===== config.mk =====
export PLATFORM = sky130hd
export DESIGN_NAME = alu_seq
export DESIGN_NICKNAME = d
export VERILOG_FILES = /design/src/rtl/alu_seq.sv
export SDC_FILE = /design/constraint.sdc
export NUM_CORES = 1
export LEC_CHECK = 0
export ABC_AREA = 1
export CAP_MARGIN = 20
export CORE_ASPECT_RATIO = 0.9
export CORE_MARGIN = 3
export CORE_UTILIZATION = 46
export CTS_CLUSTER_DIAMETER = 30
export DETAILED_ROUTE_END_ITERATION = 8
export HOLD_SLACK_MARGIN = 0.15
export PLACE_DENSITY = 0.66
export SYNTH_ARGS = -nofsm -noshare
export SYNTH_HDL_FRONTEND = slang
export SYNTH_SLANG_ARGS = --single-unit

===== constraint.sdc =====
create_clock -name clk -period 6.8 [get_ports clk]
set_clock_uncertainty 0.2 [all_clocks]
set_input_delay 2.04 -clock clk [delete_from_list [all_inputs] [get_ports clk]]
set_output_delay 2.04 -clock clk [all_outputs]
set_load 0.01 [all_outputs]

===== src/rtl/alu_seq.sv =====
// alu_seq: registered, multi-cycle ALU for the RISC-V datapath.
//   Single-cycle logic/arith/compare ops; shifts one bit per cycle.
//   Optional MUL (opcode 1010) via shift-add when ALU_MUL_EN is defined.
// Ports:
//   clk, reset           clock (rising edge), async active-high reset
//   in_valid/in_ready    operand handshake (a, b, operation)
//   out_valid/out_ready  result handshake (Result, Zero, Overflow)
//   b[SHW-1:0]           shift amount for SLL/SRL/SRA
module alu_seq #(
  parameter int WIDTH = 64
) (
  input  logic             clk,
  input  logic             reset,
  input  logic             in_valid,
  output logic             in_ready,
  input  logic [WIDTH-1:0] a,
  input  logic [WIDTH-1:0] b,
  input  logic [3:0]       operation,
  output logic             out_valid,
  input  logic             out_ready,
  output logic [WIDTH-1:0] Result,
  output logic             Zero,
  output logic             Overflow
);
  localparam int SHW = $clog2(WIDTH);
  localparam int CW  = SHW + 1;  // must hold WIDTH for the multiply count

  localparam logic [3:0] OP_AND = 4'b0000, OP_OR  = 4'b0001, OP_ADD = 4'b0010,
                         OP_SLL = 4'b0011, OP_SRL = 4'b0100, OP_SRA = 4'b0101,
                         OP_SUB = 4'b0110, OP_SLT = 4'b0111, OP_SLTU = 4'b1000,
                         OP_XOR = 4'b1001, OP_MUL = 4'b1010, OP_NOR = 4'b1100;

  typedef enum logic [1:0] {
    IDLE  = 2'd0,
    SHIFT = 2'd1,
    DONE  = 2'd2
`ifdef ALU_MUL_EN
    , MUL = 2'd3
`endif
  } state_t;

  state_t           state_q, state_d;
  logic [WIDTH-1:0] work_q, work_d;
  logic [CW-1:0]    cnt_q, cnt_d;
  logic [3:0]       op_q, op_d;
  logic [WIDTH-1:0] res_q, res_d;
  logic             zero_q, zero_d, ovf_q, ovf_d;
`ifdef ALU_MUL_EN
  logic [WIDTH-1:0] mpl_q, mpl_d, acc_q, acc_d, acc_nxt;
`endif

  logic [WIDTH-1:0] sum, diff, shift_nxt, fin_res;
  logic             fin_ovf, load;

  assign sum  = a + b;
  assign diff = a - b;

  // One-bit step of the work register in the direction of the latched op.
  always_comb begin
    shift_nxt = work_q;
    case (op_q)
      OP_SLL:  shift_nxt = {work_q[WIDTH-2:0], 1'b0};
      OP_SRL:  shift_nxt = {1'b0, work_q[WIDTH-1:1]};
      OP_SRA:  shift_nxt = {work_q[WIDTH-1], work_q[WIDTH-1:1]};
      default: shift_nxt = work_q;
    endcase
  end

`ifdef ALU_MUL_EN
  assign acc_nxt = acc_q + (mpl_q[0] ? work_q : '0);
`endif

  always_comb begin
    state_d = state_q;
    work_d  = work_q;
    cnt_d   = cnt_q;
    op_d    = op_q;
    res_d   = res_q;
    zero_d  = zero_q;
    ovf_d   = ovf_q;
    fin_res = '0;
    fin_ovf = 1'b0;
    load    = 1'b0;
`ifdef ALU_MUL_EN
    mpl_d   = mpl_q;
    acc_d   = acc_q;
`endif
    case (state_q)
      IDLE: if (in_valid) begin
        op_d    = operation;
        load    = 1'b1;
        state_d = DONE;
        case (operation)
          OP_AND:  fin_res = a & b;
          OP_OR:   fin_res = a | b;
          OP_XOR:  fin_res = a ^ b;
          OP_NOR:  fin_res = ~(a | b);
          OP_ADD: begin
            fin_res = sum;
            fin_ovf = (a[WIDTH-1] == b[WIDTH-1]) && (sum[WIDTH-1] != a[WIDTH-1]);
          end
          OP_SUB: begin
            fin_res = diff;
            fin_ovf = (a[WIDTH-1] != b[WIDTH-1]) && (diff[WIDTH-1] != a[WIDTH-1]);
          end
          OP_SLT:  fin_res = {{(WIDTH-1){1'b0}}, ($signed(a) < $signed(b))};
          OP_SLTU: fin_res = {{(WIDTH-1){1'b0}}, (a < b)};
          OP_SLL, OP_SRL, OP_SRA: begin
            fin_res = a;  // used directly when shamt == 0
            if (b[SHW-1:0] != '0) begin
              load    = 1'b0;
              work_d  = a;
              cnt_d   = {1'b0, b[SHW-1:0]};
              state_d = SHIFT;
            end
          end
`ifdef ALU_MUL_EN
          OP_MUL: begin
            load    = 1'b0;
            work_d  = a;       // multiplicand, shifted left each step
            mpl_d   = b;       // multiplier, consumed LSB first
            acc_d   = '0;
            cnt_d   = CW'(WIDTH);
            state_d = MUL;
          end
`endif
          default: fin_res = '0;
        endcase
      end
      SHIFT: begin
        work_d = shift_nxt;
        cnt_d  = cnt_q - CW'(1);
        if (cnt_q == CW'(1)) begin
          fin_res = shift_nxt;
          load    = 1'b1;
          state_d = DONE;
        end
      end
`ifdef ALU_MUL_EN
      MUL: begin
        acc_d  = acc_nxt;
        work_d = {work_q[WIDTH-2:0], 1'b0};
        mpl_d  = {1'b0, mpl_q[WIDTH-1:1]};
        cnt_d  = cnt_q - CW'(1);
        if (cnt_q == CW'(1)) begin
          fin_res = acc_nxt;
          load    = 1'b1;
          state_d = DONE;
        end
      end
`endif
      DONE: if (out_ready) state_d = IDLE;
      default: state_d = IDLE;
    endcase
    if (load) begin
      res_d  = fin_res;
      zero_d = (fin_res == '0);
      ovf_d  = fin_ovf;
    end
  end

  always_ff @(posedge clk or posedge reset) begin
    if (reset) begin
      state_q <= IDLE;
      work_q  <= '0;
      cnt_q   <= '0;
      op_q    <= '0;
      res_q   <= '0;
      zero_q  <= 1'b0;
      ovf_q   <= 1'b0;
`ifdef ALU_MUL_EN
      mpl_q   <= '0;
      acc_q   <= '0;
`endif
    end else begin
      state_q <= state_d;
      work_q  <= work_d;
      cnt_q   <= cnt_d;
      op_q    <= op_d;
      res_q   <= res_d;
      zero_q  <= zero_d;
      ovf_q   <= ovf_d;
`ifdef ALU_MUL_EN
      mpl_q   <= mpl_d;
      acc_q   <= acc_d;
`endif
    end
  end

  assign in_ready  = (state_q == IDLE);
  assign out_valid = (state_q == DONE);
  assign Result    = res_q;
  assign Zero      = zero_q;
  assign Overflow  = ovf_q;

endmodule


## Yosys cells after proc, flatten, opt, wreduce, memory -nomap -nowiden

Index checks and enable logic that the tools add are counted.

- Register bits: 143
- Bits of input ports: 136
- Output and inout bits: 68
- Word-level logic and storage cells: 79

- $add $sub $neg: 3
- Order comparisons: 2
- Equality and inequality tests: 25
- Mux-type cells: 27
- Bitwise operators: 4
- Reductions and logical operators: 11

Operators by type and width:

| kind | count |
|---|---|
| $pmux W64 S9 | 1 |
| $mux W64 | 5 |
| $pmux W64 S2 | 2 |
| $pmux W64 S3 | 1 |
| $lt A64 B64 Y1 | 2 |
| $add A64 B64 Y64 | 1 |
| $and A64 B64 Y64 | 1 |
| $logic_not A64 Y1 | 1 |
| $not A64 Y64 | 1 |
| $or A64 B64 Y64 | 1 |
| $sub A64 B64 Y64 | 1 |
| $xor A64 B64 Y64 | 1 |
| $eq A4 B3 Y1 const B | 6 |
| $mux W7 | 3 |
| $pmux W7 S2 | 1 |
| $eq A4 B2 Y1 const B | 3 |
| $eq A4 B4 Y1 const B | 3 |
| $mux W2 | 5 |
| $eq A7 B1 Y1 const B | 1 |
| $sub A7 B1 Y7 const B | 1 |
| $mux W1 | 6 |
| $ne A2 B1 Y1 const B | 3 |
| $pmux W2 S3 | 1 |
| $reduce_bool A6 Y1 | 1 |
| other kinds (15) | 20 |

## Longest topological paths before layout

Gate-level depths: netlist of the first run.

- Depth after elaboration: 6
- Gate-level depth with buffers: 26
- Gate-level depth less buffers: 25

## Worst setup path after synthesis of the first run

OpenSTA, ideal clock, no wires.

- Kind: input to register
- Start: input a[0]
- End: register zero_q, in the netlist Zero
- Setup time: 0.065 ns
- Arrival time: 4.106 ns
- Data required time: 6.535 ns
- Setup slack: 2.429 ns
- Stages on the path: 20
- Buffers on the path: 0
- Path through: ha_1 -> fa_1 -> nand3_1 -> nand3_2 -> nand2_1 -> nand2_2 -> nand2_1 -> nand3b_2 -> or2_1 -> nand3_1 -> nand3_1 -> nand2_1 -> nand2_1 -> nor2_1 -> nand2_1 -> nor2_1 -> nand2_1 -> nor2_1 -> nand4_1 -> nand2_1

- Word-level cells in the longest chain between the ends: 6
- Elaborated cells between the ends (all ways): 12
- Classes of those cells: 2 x add/sub; 2 x order compare; 3 x mux; 4 x bitwise; 1 x reduce/logical

RTL lines:

| element | line | source |
|---|---|---|
| from (decl) | 16 | `input logic [WIDTH-1:0] a,` |
| branches (longest 2 deep; another with $sub A64 B64 Y64) | n/a |  |
| $pmux W64 S9 * | 93 | `case (operation)` |
| $mux W64 * | 89 | `IDLE: if (in_valid) begin` |
| $pmux W64 S2 * | 88 | `case (state_q)` |
| $logic_not A64 Y1 * | 157 | `zero_d = (fin_res == '0);` |
| to (signal assigned) | 181 | `zero_q <= zero_d;` |
| to (decl) | 47 | `logic zero_q, zero_d, ovf_q, ovf_d;` |

Mark *: on every way between the ends.
A chain may end at the register's enable or synchronous reset.

## Final worst setup path of the first run

- Start: input a[4]
- End: register zero_q, in the netlist Zero

The elaborated chain is that of the path after synthesis.

==> results.toml, run 1 <==
[pwr]
pwr-share-clk_pct = 16.6
seqPwrFrac_pct = 23.9
p_sw_share_pct = 52.8
ir_drop_v = 0.000424
power_leakage_nw = 15.2
power_switching_w = 0.00314
internal_power_w = 0.00280
pwr-share-comb_pct = 59.5
power_density_nw_per_um2 = 214

[critical_path]
cpMostUsedCell = "nand2_1"
cp.required_ns = 7.00
cp_slowest_stage_delay_ns = 0.61
end_kind = "register"
reg2reg_slack_ns = 2.48
critical_path_buf_inv_count = 2
cp_slowest_cell = "clkdlybuf4s50_1"
crit_type = "in2reg"
crit_path_cell_trace = "clkdlybuf4s50_1 -> inv_1 -> ha_1 -> nor2_1 -> nand3_1 -> nand3_2 -> nand2_1 -> nand3_1 -> nand2_1 -> nand2_1 -> nand2_1 -> nand3_1 -> nand3_1 -> nand2_1 -> nand2_1 -> nor2_1 -> nand2_1 -> nor2_1 -> nand2_1 -> nor2_1 -> nand4_1 -> nand2_1"
worstReg2RegStart = "cnt_q[3]"
path_max_fanout = 9
rr_worst_depth = 13
worstPathArrival_ns = 6.51
cp_top_family = "simple AND/OR/NAND/NOR gates"
reg2reg_to = "Zero"
startpoint_type = "input pin"

[job]
max_cap_viol_count = 0

[layout]
fill_cells = 5703
fin_util_pct = 53.2
final_common_cell = "nand2_1"
final_nets = 4880
drive_gt1_share_pct = 7.29
final_cell_mix = "nand2_1, inv_1, nand3_1"
layoutNonFillerInstCount = 5245
areaGrowthSynthToFinish_pct = 13.7
fin_area_um2 = 27700

[sta]
rsz0062_at_grt = "no"
max_clock_freq_mhz = 159
min_period_over_period_pct = 92.7
finalHoldViolCount = 0
tns_ns = 0
post-route-min-period_ns = 6.31
worst_slew_pin_slew_ns = 1.10
slew-limit-headroom_pct = 26.4
finalSetupViolCount = 0
maxSlewViolCount = 0

[routing]
dr.pass1.iters = 6
met2_length_mm = 47.3
drt_iter0_drc = 4429
drc = 0
viasPerCell = 5.81
drtAntennaViolNets = 0
wl_per_cell_um = 23.7
via_count = 30500
highest_layer = "met4"
wirelength_mm = 125
wl_met3_mm = 18.9
met1_length_mm = 55.0

[clock_tree]
cts_tree = "yes"
cts.path.max_buffers = 2
clk_latency_ns = 0.48
h-tree-depth = 4
cts_hold_buf = 0
cts_root_buffer = "clkbuf_16"
path_clk_slew_ns = 0.06
cts.sinks = 143
post_cts_buffers = 0
cts-resized-gates = 0
cts_buffers = 17

[global_route]
grt_overflow_total = 0
grt_max_degree = 146
first_global_vias = 26900
grt_pass1_wl_mm = 178
antenna_found_initial = 2
grtUsageTotal_pct = 43.1

[logic_synthesis]
syn_inst = 4391
syn_nets = 4728
synth_edf_count = 0
ys_types = 53
async_flop_share_pct = 100
ys_warn_count = 0
ys_seq_area_share_pct = 14.7
netlist_area_um2 = 24400
synth_flop_cell = "dfrtp_1"
postSynthAreaPerCell_um2 = 5.55
yosys_register_bits = 143

[floorplanning]
num_rows = 79
die_area_um2 = 55800
floorplan.initialDensity_pct = 46.8
io-pin-count = 204
die_h_um = 224
core_um2 = 52100
die_w_um = 249

[place]
dp.cells = 5212
io_buffers = 203
dp_hpwl_mm = 103
place_area_um2 = 27100
gp_congestion = 1.10

[worst_hold_path]
holdPathStages = 2
worst_hold_path.endpoint = "Result[23]"
hp-start = "Result[23]"
hold_path.class = "reg2reg"

[run_status]
outcome = "completed"
==> flip-flops by register name (all words and copies together), names as in the netlist <==
register / count
cnt_q: 7
Result: 64
state_q: 2
Zero: 1
Overflow: 1
work_q: 64
op_q: 4
==> logic make-up (layout without fill, tap and decap cells) <==
family	count (synthesis)	in the layout	share of synthesized area, %
XOR/XNOR	4	4	0.144
other	0	1	0
buffers and inverters	1060	1225	17.8
AND/OR/NAND/NOR	2246	2246	39.4
AO/OA/AOI/OAI	737	737	17.6
flip-flops	143	143	14.7
adder cells (fa/ha/maj)	201	201	10.4
==> Yosys cell counts (all sizes together) (55+ instances only) <==
| library cell | instances | share of area (%) |
|---|---|---|
| nand3 | 314 | 6.9 |
| clkbuf | 55 | 0.85 |
| o211ai | 64 | 2.0 |
| a21oi | 217 | 4.6 |
| o21ai | 215 | 4.4 |
| o22ai | 150 | 3.8 |
| inv | 887 | 14 |
| buf | 114 | 3.2 |
| nand2 | 1471 | 23 |
| nor2 | 349 | 6.2 |
| ha | 199 | 10 |
| dfrtp | 143 | 15 |
==> metrics by stage <==
stage / hold WS, ns / total power, W / worst slack, ns
final: 0.284 / 0.00594 / 0.494
after detailed placement: 0.269 / 0.00479 / 0.297
after global routing: 0.300 / 0.00628 / 0.431
after global placement: 0.263 / 0.00477 / 0.337
after floorplan: 0.286 / 0.00348 / 0.722
after CTS: 0.288 / 0.00579 / 0.772
==> cell type report <==
class                           instances  area (um2)  area share [%]
Sequential cell                       143        3580            12.9
Tap cell                              688         861            3.11
Timing Repair Buffer                  302        2860            10.3
Multi-Input combinational cell       3188       16500            59.5
Clock buffer                           18         429            1.55
Inverter                              891        3350            12.1
Clock inverter                         14         148           0.533
Antenna cell                            1        2.50         0.00903
==> power by group through the flow <==
stage / Combinational (W) / Sequential, W / Clock, W
floorplan: 0.00209 / 0.00139 / 0
global placement: 0.00336 / 0.00141 / 0
detailed placement: 0.00337 / 0.00142 / 0
CTS: 0.00339 / 0.00141 / 0.000991
global route: 0.00380 / 0.00146 / 0.00103
finish: 0.00353 / 0.00142 / 0.000986
==> worst reg2reg max path: cells and delay by family, from the launching register on <==
kind / cells / cell delay (ns)
simple gates: 10 / 2.35
compound gates: 1 / 0.85
flops: 1 / 0.41
buf+inv: 2 / 0.40
==> how the worst max path moves through the flow <==
| stage | cells past startpoint | endpoint | start | slack [ns] |
|---|---|---|---|---|
| after floorplan | 1 | Overflow | reset | 0.72 |
| after global placement | 22 | Zero | a[4] | 0.34 |
| after detailed placement | 22 | Zero | a[4] | 0.30 |
| after CTS | 22 | Zero | a[4] | 0.77 |
| after global routing | 22 | Zero | a[4] | 0.43 |
| final | 22 | Zero | a[4] | 0.49 |
==> routing by layer <==
metal	vias to the layer above	global-route usage, %
met3	187	15.9
met4	0	11.0
met5	-	0
met2	2006	58.6
met1	14100	63.3
li1	14100	-
Power figures use the tool's default switching activity.
==> run 2: changes to the inputs <==
--- a/config.mk
+++ b/config.mk
@@ -14,6 +14,7 @@
 export DETAILED_ROUTE_END_ITERATION = 8
 export HOLD_SLACK_MARGIN = 0.15
 export PLACE_DENSITY = 0.66
+export RECOVER_POWER = 25
 export SYNTH_ARGS = -nofsm -noshare
 export SYNTH_HDL_FRONTEND = slang
 export SYNTH_SLANG_ARGS = --single-unit
==> run 2 against run 1 <==
The flow now finishes with violations (capacitance limit, slew limit). Clock power barely moved. Combinational power barely moved. Register-to-register slack barely moved. Utilization barely moved. Critical path depth did not move. Global-route usage did not move. Via count barely moved. First-iteration DRC count fell by 0.14%. Sequential cell count did not move.
==> results.toml, run 2 (same netlist as run 1, synthesis figures left out) <==
[routing]
viasPerCell = 5.82
drt_iter0_drc = 4423
via_count = 30500
wl_per_cell_um = 23.8
drc = 0
wirelength_mm = 125
drtAntennaViolNets = 0
dr.pass1.iters = 8

[sta]
hold_ws_ns = 0.284
finalHoldViolCount = 0
worst_slew_pin_slew_ns = 3.45
tns_ns = 0
min_period_over_period_pct = 92.6
maxSlewViolCount = 78
max_clock_freq_mhz = 159
post-route-min-period_ns = 6.30
finalSetupViolCount = 0
slew-limit-headroom_pct = -131
rsz0062_at_grt = "no"

[place]
gp_congestion = 1.10
place_area_um2 = 27100
dp_hpwl_mm = 103
io_buffers = 203

[critical_path]
worstReg2RegStart = "cnt_q[3]"
startpoint = "a[4]"
end_kind = "register"
reg2reg_to = "Zero"
cp.required_ns = 7.00
reg2reg_slack_ns = 2.48
crit_type = "in2reg"
startpoint_type = "input pin"
rr_worst_depth = 13
setup.worst_path.end = "Zero"
path_max_fanout = 9
worstPathArrival_ns = 6.50

[floorplanning]
io-pin-count = 204
core_um2 = 52100
die_area_um2 = 55800
die_h_um = 224
num_rows = 79
die_w_um = 249
floorplan.initialDensity_pct = 46.8

[clock_tree]
cts.path.max_buffers = 2
cts.sinks = 143
clk_latency_ns = 0.48
h-tree-depth = 4
cts_buffers = 17
post_cts_buffers = 0
cts-resized-gates = 0
cts_hold_buf = 0
path_clk_slew_ns = 0.07
cts_root_buffer = "clkbuf_16"
cts_tree = "yes"

[global_route]
grtUsageTotal_pct = 43.1
antenna_found_initial = 2
grt_overflow_total = 0
grt_pass1_wl_mm = 178
first_global_vias = 26900
grt_max_degree = 146

[layout]
drive_gt1_share_pct = 7.27
fin_area_um2 = 27700
fin_util_pct = 53.2
areaGrowthSynthToFinish_pct = 13.7
final_cell_mix = "nand2_1, inv_1, nand3_1"
final_common_cell = "nand2_1"
final_nets = 4880

[pwr]
ir_drop_v = 0.000427
power_density_nw_per_um2 = 214
power_leakage_nw = 15.1

[worst_hold_path]
hold_path.class = "reg2reg"
hp-start = "Result[8]"
holdPathStages = 2

[job]
max_cap_viol_count = 1

[run_status]
outcome = "finished, violations left"
violations = "capacitance limit, slew limit"
run 2: cell types whose count changed in the layout (fill, tap and decap cells not counted):
cell,previous run,this run
dlygate4sd3_1,0,2
buf_4,92,91
nor2_2,63,62
clkinvlp_2,0,1
nor2_1,279,280
inv_6,6,5
clkbuf_2,0,1
clkdlybuf4s50_1,203,201
run 2: critical path: stages:
cell and delay (ns):
clkdlybuf4s50_1 0.61, inv_1 0.07, ha_1 0.44, nor2_1 0.29, nand3_1 0.20, nand3_2 0.21
nand2_1 0.10, nand3_1 0.36, nand2_1 0.18, nand2_1 0.18, nand2_1 0.07, nand3_1 0.09
nand3_1 0.23, nand2_1 0.22, nand2_1 0.07, nor2_1 0.08, nand2_1 0.14, nor2_1 0.15
nand2_1 0.19, nor2_1 0.35, nand4_1 0.13, nand2_1 0.09
run 2: layout make-up:
class,instances,area (um2)
fillers,5705,24400
multi-input cells,3188,16500
flip-flops and latches,143,3580
inverters,891,3350
repair buffers,302,2860
well taps,688,861
clock buffers,18,429
clock inverters,14,148
diodes,1,2.50
run 2: report_power, final:
group / internal, W / total (W) / switching [W]
sequential: 0.00118 / 0.00142 / 0.000244
clock: 0.000517 / 0.000985 / 0.000467
combinational: 0.00111 / 0.00353 / 0.00242
run 2: how the worst min path moves through the flow:
stage / end / slack (ns)
6_report: Result[8] / 0.28
5_1_grt: Result[32] / 0.30
4_1_cts: Result[23] / 0.29
3_5_place_dp: Result[8] / 0.27
3_3_place_gp: Overflow / 0.26
2_1_floorplan: cnt_q[5] / 0.29
run 2: per-layer routing:
metal / up-vias / GRT usage [%] / wire (um)
met5: - / 0 / 0
met4: 0 / 11.0 / 3310
met3: 189 / 15.9 / 19100
met2: 2035 / 58.6 / 47400
met1: 14100 / 63.3 / 54800
li1: 14100 / - / -
run 2: metrics by stage:
stage,total power (W),setup slack [ns],instances
detailed placement,0.00479,0.297,5212
finish,0.00594,0.504,5245
global placement,0.00477,0.337,5212
global route,0.00628,0.431,5244
CTS,0.00579,0.772,5244
floorplan,0.00348,0.722,4391
